### config.mk
export PLATFORM = sky130hd
export DESIGN_NAME = spi_slave
export DESIGN_NICKNAME = d
export VERILOG_FILES = /design/src/rtl/spi_slave.sv
export SDC_FILE = /design/constraint.sdc
export NUM_CORES = 1
export LEC_CHECK = 0
export ABC_CLOCK_PERIOD_IN_PS = 1900
export CAP_MARGIN = 15
export CORE_ASPECT_RATIO = 0.7
export CORE_MARGIN = 3
export CORE_UTILIZATION = 35
export DETAILED_ROUTE_END_ITERATION = 8
export PLACE_DENSITY = 0.61
export SYNTH_ARGS = -nofsm -noshare
export SYNTH_HDL_FRONTEND = slang
export SYNTH_SLANG_ARGS = --single-unit
### constraint.sdc
create_clock -name clk -period 1.9 [get_ports clk]
set_input_delay 0.285 -clock clk [delete_from_list [all_inputs] [get_ports clk]]
set_output_delay 0.285 -clock clk [all_outputs]
set_load 0.01 [all_outputs]
### src/rtl/spi_slave.sv
// -----------------------------------------------------------------------------
// spi_slave
//
// SPI peripheral-side endpoint. SCLK, SS and MOSI are oversampled in the clk
// domain. Received bits are assembled MSB first into RX_DATA, with a one-clk
// RX_VALID pulse per completed word. MISO is driven from a shift register that
// is fed by a single-entry transmit buffer. Any number of back-to-back words
// may be sent within one SS frame.
//
// Parameters:
//   DATA_WIDTH  bits per SPI word (>= 2)
//   CPOL        SCLK idle level
//   CPHA        0: sample on leading edge, shift on trailing edge
//               1: shift on leading edge, sample on trailing edge
//   DEFAULT_TX  word shifted out when the TX buffer is empty at word start
//
// Ports:
//   clk, rst            system clock, synchronous active-high reset
//   SCLK, SS, MOSI      SPI bus inputs (asynchronous to clk, SS active low)
//   MISO, MISO_OE       slave data out (0 while MISO_OE low), output enable
//   TX_VALID/TX_READY   transmit buffer handshake, TX_DATA is the word
//   RX_DATA, RX_VALID   last received word, one-clk update pulse
//   TX_UNDERRUN         one-clk pulse when DEFAULT_TX is used for a word
//   BUSY                frame active
//   fsm_state           current FSM state (debug visibility)
//
// Handshake: a word moves from TX_DATA into the buffer on every rising clk
// edge where TX_VALID and TX_READY are both high. TX_READY is high exactly
// when the buffer is empty; TX_VALID may be held across cycles and TX_DATA
// must be stable while TX_VALID is high. There is no backpressure on RX:
// RX_DATA is overwritten by every completed word.
// -----------------------------------------------------------------------------
module spi_slave #(
  parameter int                    DATA_WIDTH = 8,
  parameter bit                    CPOL       = 1'b0,
  parameter bit                    CPHA       = 1'b0,
  parameter logic [DATA_WIDTH-1:0] DEFAULT_TX = {DATA_WIDTH{1'b1}}
) (
  input  logic                  clk,
  input  logic                  rst,
  input  logic                  SCLK,
  input  logic                  SS,
  input  logic                  MOSI,
  output logic                  MISO,
  output logic                  MISO_OE,
  input  logic                  TX_VALID,
  output logic                  TX_READY,
  input  logic [DATA_WIDTH-1:0] TX_DATA,
  output logic [DATA_WIDTH-1:0] RX_DATA,
  output logic                  RX_VALID,
  output logic                  TX_UNDERRUN,
  output logic                  BUSY,
  output logic [1:0]            fsm_state
);

  localparam int            CW       = (DATA_WIDTH > 2) ? $clog2(DATA_WIDTH) : 1;
  localparam logic [CW-1:0] LAST_BIT = CW'(DATA_WIDTH - 1);

  typedef enum logic [1:0] {
    WAIT_IDLE = 2'd0,
    IDLE      = 2'd1,
    ACTIVE    = 2'd2
  } state_t;

  state_t state, state_nxt;

  // ---------------------------------------------------------------------------
  // Synchronisers. SS resets to "selected" so that a reset in the middle of a
  // frame cannot be mistaken for an idle bus: WAIT_IDLE only leaves once the
  // real pin has been seen high.
  // ---------------------------------------------------------------------------
  logic [2:0] sclk_sync;
  logic [2:0] ss_sync;
  logic [1:0] mosi_sync;

  always_ff @(posedge clk) begin
    if (rst) begin
      sclk_sync <= {3{CPOL}};
      ss_sync   <= 3'b000;
      mosi_sync <= 2'b00;
    end else begin
      sclk_sync <= {sclk_sync[1:0], SCLK};
      ss_sync   <= {ss_sync[1:0], SS};
      mosi_sync <= {mosi_sync[0], MOSI};
    end
  end

  logic sclk_now, sclk_prev, sclk_edge, lead_edge, trail_edge;
  logic ss_now, ss_fall, mosi_now;
  logic sample_edge, shift_edge;

  assign sclk_now    = sclk_sync[1];
  assign sclk_prev   = sclk_sync[2];
  assign sclk_edge   = sclk_now ^ sclk_prev;
  assign lead_edge   = sclk_edge & (sclk_now != CPOL);
  assign trail_edge  = sclk_edge & (sclk_now == CPOL);
  assign ss_now      = ss_sync[1];
  assign ss_fall     = ~ss_sync[1] & ss_sync[2];
  assign mosi_now    = mosi_sync[1];
  assign sample_edge = CPHA ? trail_edge : lead_edge;
  assign shift_edge  = CPHA ? lead_edge  : trail_edge;

  // ---------------------------------------------------------------------------
  // FSM
  // ---------------------------------------------------------------------------
  logic frame_start, frame_end, sample_en, shift_en;

  always_ff @(posedge clk) begin
    if (rst) state <= WAIT_IDLE;
    else     state <= state_nxt;
  end

  always_comb begin
    state_nxt   = state;
    frame_start = 1'b0;
    frame_end   = 1'b0;
    sample_en   = 1'b0;
    shift_en    = 1'b0;
    case (state)
      WAIT_IDLE: begin
        if (ss_now) state_nxt = IDLE;
      end
      IDLE: begin
        if (ss_fall) begin
          state_nxt   = ACTIVE;
          frame_start = 1'b1;
        end
      end
      ACTIVE: begin
        if (ss_now) begin
          state_nxt = IDLE;
          frame_end = 1'b1;
        end else begin
          sample_en = sample_edge;
          shift_en  = shift_edge;
        end
      end
      default: state_nxt = WAIT_IDLE;
    endcase
  end

  // ---------------------------------------------------------------------------
  // Datapath
  // ---------------------------------------------------------------------------
  logic [DATA_WIDTH-1:0] tx_buf, tx_shift, load_val, rx_word, rx_data_q;
  logic [DATA_WIDTH-2:0] rx_shift;
  logic [CW-1:0]         bit_cnt;
  logic                  tx_full, miso_q, need_load, und_pend;
  logic                  rx_valid_q, tx_underrun_q;
  logic                  word_done, load_word;

  assign word_done = sample_en & (bit_cnt == LAST_BIT);
  // CPHA=1 defers the load of every word after the first to its first
  // leading edge, which is where that word's MSB is put on MISO.
  assign load_word = frame_start | (CPHA ? (shift_en & need_load) : word_done);
  // A load always sees the buffer as it was before this edge, so a word
  // arriving on the same edge is kept for the next load.
  assign load_val  = tx_full ? tx_buf : DEFAULT_TX;
  assign rx_word   = {rx_shift, mosi_now};

  always_ff @(posedge clk) begin
    if (rst) begin
      tx_buf        <= '0;
      tx_full       <= 1'b0;
      tx_shift      <= '0;
      miso_q        <= 1'b0;
      need_load     <= 1'b0;
      und_pend      <= 1'b0;
      rx_shift      <= '0;
      bit_cnt       <= '0;
      rx_data_q     <= '0;
      rx_valid_q    <= 1'b0;
      tx_underrun_q <= 1'b0;
    end else begin
      rx_valid_q    <= 1'b0;
      tx_underrun_q <= 1'b0;

      if (TX_VALID && !tx_full) begin
        tx_buf  <= TX_DATA;
        tx_full <= 1'b1;
      end
      if (load_word && tx_full) tx_full <= 1'b0;

      if (frame_start) begin
        tx_shift      <= load_val;
        tx_underrun_q <= ~tx_full;
        bit_cnt       <= '0;
        miso_q        <= 1'b0;
        need_load     <= 1'b0;
        und_pend      <= 1'b0;
      end

      // Partial words are dropped; the next frame starts at bit 0.
      if (frame_end) begin
        bit_cnt   <= '0;
        need_load <= 1'b0;
        und_pend  <= 1'b0;
      end

      if (sample_en) begin
        rx_shift <= rx_word[DATA_WIDTH-2:0];
        // CPHA=0 loads the next word as soon as the previous one completes,
        // but an underrun is only reported once that word is really clocked,
        // so a frame ending on a word boundary does not report one.
        if (und_pend && bit_cnt == '0) begin
          tx_underrun_q <= 1'b1;
          und_pend      <= 1'b0;
        end
        if (bit_cnt == LAST_BIT) begin
          bit_cnt    <= '0;
          rx_data_q  <= rx_word;
          rx_valid_q <= 1'b1;
          if (CPHA) begin
            need_load <= 1'b1;
          end else begin
            tx_shift <= load_val;
            und_pend <= ~tx_full;
          end
        end else begin
          bit_cnt <= bit_cnt + CW'(1);
        end
      end

      if (shift_en) begin
        if (CPHA) begin
          if (need_load) begin
            miso_q        <= load_val[DATA_WIDTH-1];
            tx_shift      <= {load_val[DATA_WIDTH-2:0], 1'b0};
            need_load     <= 1'b0;
            tx_underrun_q <= ~tx_full;
          end else begin
            miso_q   <= tx_shift[DATA_WIDTH-1];
            tx_shift <= {tx_shift[DATA_WIDTH-2:0], 1'b0};
          end
        end else if (bit_cnt != '0) begin
          // The trailing edge right after a word's last bit must not shift:
          // the next word was loaded on that last sample edge.
          tx_shift <= {tx_shift[DATA_WIDTH-2:0], 1'b0};
        end
      end
    end
  end

  // ---------------------------------------------------------------------------
  // Outputs
  // ---------------------------------------------------------------------------
  assign MISO_OE     = (state == ACTIVE);
  assign BUSY        = (state == ACTIVE);
  assign MISO        = MISO_OE & (CPHA ? miso_q : tx_shift[DATA_WIDTH-1]);
  assign TX_READY    = ~tx_full;
  assign RX_DATA     = rx_data_q;
  assign RX_VALID    = rx_valid_q;
  assign TX_UNDERRUN = tx_underrun_q;
  assign fsm_state   = state;

endmodule
==> metrics.md <==
| Metric | Value |
|---|---|
| Status | `completed` |
| Slew @ Worst Pin | `between 400 and 500 ps` |
| Root Driver | `clkbuf_8` |
| Synthesized net count | `between 200 and 250` |
| Post-Synth Simple-Gate Area | `24.7%` |
| Highest Signal Layer | `met4` |
| Slew Limit Fails | `0` |
| Gate Count Post-Synth | `210` |
| Design Area, Final | `2350 µm²` |
| Static Leak | `0.817 nW` |
| Most common cell after layout, fill and taps aside | `nand2_1` |
| Largest net degree at the start of global routing | `29` |
| Buf/Inv on CP | `2` |
| Reg clk slew, reported paths | `roughly 80 ps` |
| Setup repair bufs after CTS | `0` |
| Met3 wire length | `204 µm` |
| Routed vias/inst | `approximately 4.7` |
| Placement Setup Slack | `256 ps` |
| Xor and xnor area share after synthesis | `0%` |
| Overall power | `1.94 mW` |
| Fill cells | `~500` |
| Max-cap viol count | `0` |
| Mux cell area share after synthesis | `0%` |
| Nets | `262` |
| Final WL | `around 3700 µm` |
| Post-synthesis compound-gate area fraction | `between 10% and 20%` |
| Synth warnings | `0` |
| CP endpoint kind | `primary output` |
| Initial DRC Count | `64` |
| First-pass GRT wire length | `between 6000 and 7000 µm` |
| Crit path launch type | `register` |
| Final hold viol count | `0` |
| Area Growth Syn to Fin | `29.5%` |
| Crit path max-delay cell type | `clkdlybuf4s50_1` |
| Largest family of logic cells by synthesized area | `simple AND/OR/NAND/NOR gates` |
| Minimum clock period | `1830 ps` |
| DRC violations left | `0` |
| Post-DRT Antenna Nets | `0` |
| IO buf count | `29` |
| Htree depth | `2` |
| Final WS setup | `between 70 and 80 ps` |
| Die Ht | `66.3 µm` |
| Slew margin rel. | `67.4%` |
| Family with the most delay on the worst path | `buffers and inverters` |
| Final Cycle Share | `a little over nine tenths` |
| Post-synthesis sequential area ratio | `52.9%` |
| TritonCTS clock tree | `done` |
| Initial antenna violation count | `0` |
| Die width | `92.1 µm` |
| Vias in the first global route | `1335` |
| CP Data Arrival Time | `approximately 1500 ps` |
| Layout cells sized above 1 | `9.76%` |
| Setup Skew | `8.52 ps` |
| RSZ-0062 raised after global routing | `no` |
| Placed Instance Area | `between 2000 and 2500 µm²` |
| R2R Setup Slk | `280 ps` |
| Adder-cell share of the synthesized area | `2.07%` |
| Grt ovf | `0` |
| Placer Congestion | `0.729` |
| #FFs+latches synth | `48` |
| CTS sink count | `48` |
| VDD IR max | `0.000281 V` |
| Via Count | `approximately 1500` |
| Final TNS setup | `0 ps` |
| CP max FO | `12` |
| Die Footprint | `6100 µm²` |
| Buffer depth of the longest clock path | `2` |
| Total CTS buffers | `5` |
| Met2 WL post-DR | `1340 µm` |
| Commonest cells after routing, fill and taps aside | `nand2_1, dfxtp_1, a21oi_1` |
| Wl on met1 | `2160 µm` |
| Total track usage | `~13%` |
| Fmax | `548 MHz` |
| # setup viols final | `0` |
| Kind of critical path | `register to primary output` |
| Starting Density | `between 30% and 40%` |
| Core Rows | `21` |
| Class of the worst hold path | `register to register` |
| Mean Syn Cell Area | `just under 9 µm²` |
| Antenna diodes | `0` |
| Crit path cell chain | `inv_1 > clkdlybuf4s50_1` |
| DP HPWL | `2660 µm` |
| PwrDens | `823 nW/µm²` |
| Worst hold slack | `439 ps` |
| Synthesized cell area | `1820 µm²` |
| Drt pass-1 iters | `4` |
| I/O pin cnt | `30` |
| Synth cell types | `28` |
| WL/cell | `roughly 12 µm` |
| Clock Latency Late Sink | `300 ps` |
| Worst endpoint required time | `1620 ps` |
| Delay of the slowest critical-path stage | `about 620 ps` |
| Total core area | `4890 µm²` |
[power by group]
part	switching [mW]	internal, mW	total, mW
Combinational	0.0496	0.0522	0.102
Sequential	0.0165	1.03	1.04
Clock	0.326	0.464	0.790
Total	0.392	1.54	1.94
[cells by family (layout without fill, tap and decap cells)]
family | Yosys count | after routing
AO/OA/AOI/OAI | 53 | 53
buffers and inverters | 14 | 50
AND/OR/NAND/NOR | 92 | 92
flip-flops | 48 | 48
adder cells (fa/ha/maj) | 3 | 3
[worst reg2reg max path, cell delays in order, from the launching register on]
cell and delay (ps):
dfxtp_1 340, ha_1 200, ha_1 230, and3b_1 210
a21oi_1 150, buf_4 190, nand2_1 70, a21boi_0 150
[through the flow]
step                      cells  util, %
after floorplan             210        -
after CTS                   315     48.1
after global placement      307     45.3
after detailed placement    307     45.3
after global routing        315     48.1
final                       315     48.1
[layout make-up]
| cell class | count | area, µm² | area share (%) |
|---|---|---|---|
| multi-input cells | 148 | 802 | 34.1 |
| well taps | 69 | 86.3 | 3.67 |
| clock inverters | 1 | 30.0 | 1.28 |
| flip-flops and latches | 48 | 963 | 41.0 |
| repair buffers | 38 | 358 | 15.2 |
| inverters | 4 | 15.0 | 0.639 |
| clock buffers | 7 | 96.3 | 4.10 |
[sequential cells by signal, indices dropped and copies added (netlist names)]
signal       cells
tx_buf           8
bit_cnt          3
fsm_state        2
RX_VALID         1
rx_shift         7
sclk_sync        3
ss_sync          3
RX_DATA          8
tx_shift         8
TX_UNDERRUN      1
und_pend         1
mosi_sync        2
tx_full          1
[synthesized netlist by cell type (all sizes together)]
cell type | count | share of area, %
a211oi | 1 | 0.41
a21boi | 1 | 0.41
a21oi | 32 | 8.8
a31oi | 1 | 0.34
a32oi | 1 | 0.48
and2 | 1 | 0.34
and3b | 1 | 0.48
buf | 2 | 0.83
clkbuf | 8 | 1.7
dfxtp | 48 | 53
ha | 3 | 2.1
inv | 4 | 0.83
nand2 | 51 | 11
nand2b | 1 | 0.34
nand3 | 5 | 1.4
nand3b | 2 | 0.83
nand4bb | 1 | 0.62
nor2 | 6 | 1.2
nor2b | 12 | 4.1
nor3 | 7 | 1.9
nor3b | 2 | 1.4
nor4bb | 1 | 0.55
o211ai | 1 | 0.41
o21ai | 9 | 2.7
o2bb2ai | 7 | 3.4
or3 | 1 | 0.34
or3b | 1 | 0.62
[routing by layer]
layer,up-vias,GRT usage [%]
met3,4,4.78
li1,781,-
met5,-,0
met2,25,16.9
met1,656,20.4
met4,0,4.44
[repair_timing]
action                     in CTS  in global routing
hold endpoints to repair        0                  0
setup endpoints to repair       1                  1
resized for setup               2                  2
hold buffers                    0                  0
[final timing paths]
path,start,endpoint,depth (start not counted)
max,tx_full,TX_READY,2
min,mosi_sync[0],mosi_sync[1],1
max reg2reg,bit_cnt[0],tx_shift[0],7
min reg2reg,mosi_sync[0],mosi_sync[1],1
(Power assumes the default switching activity.)
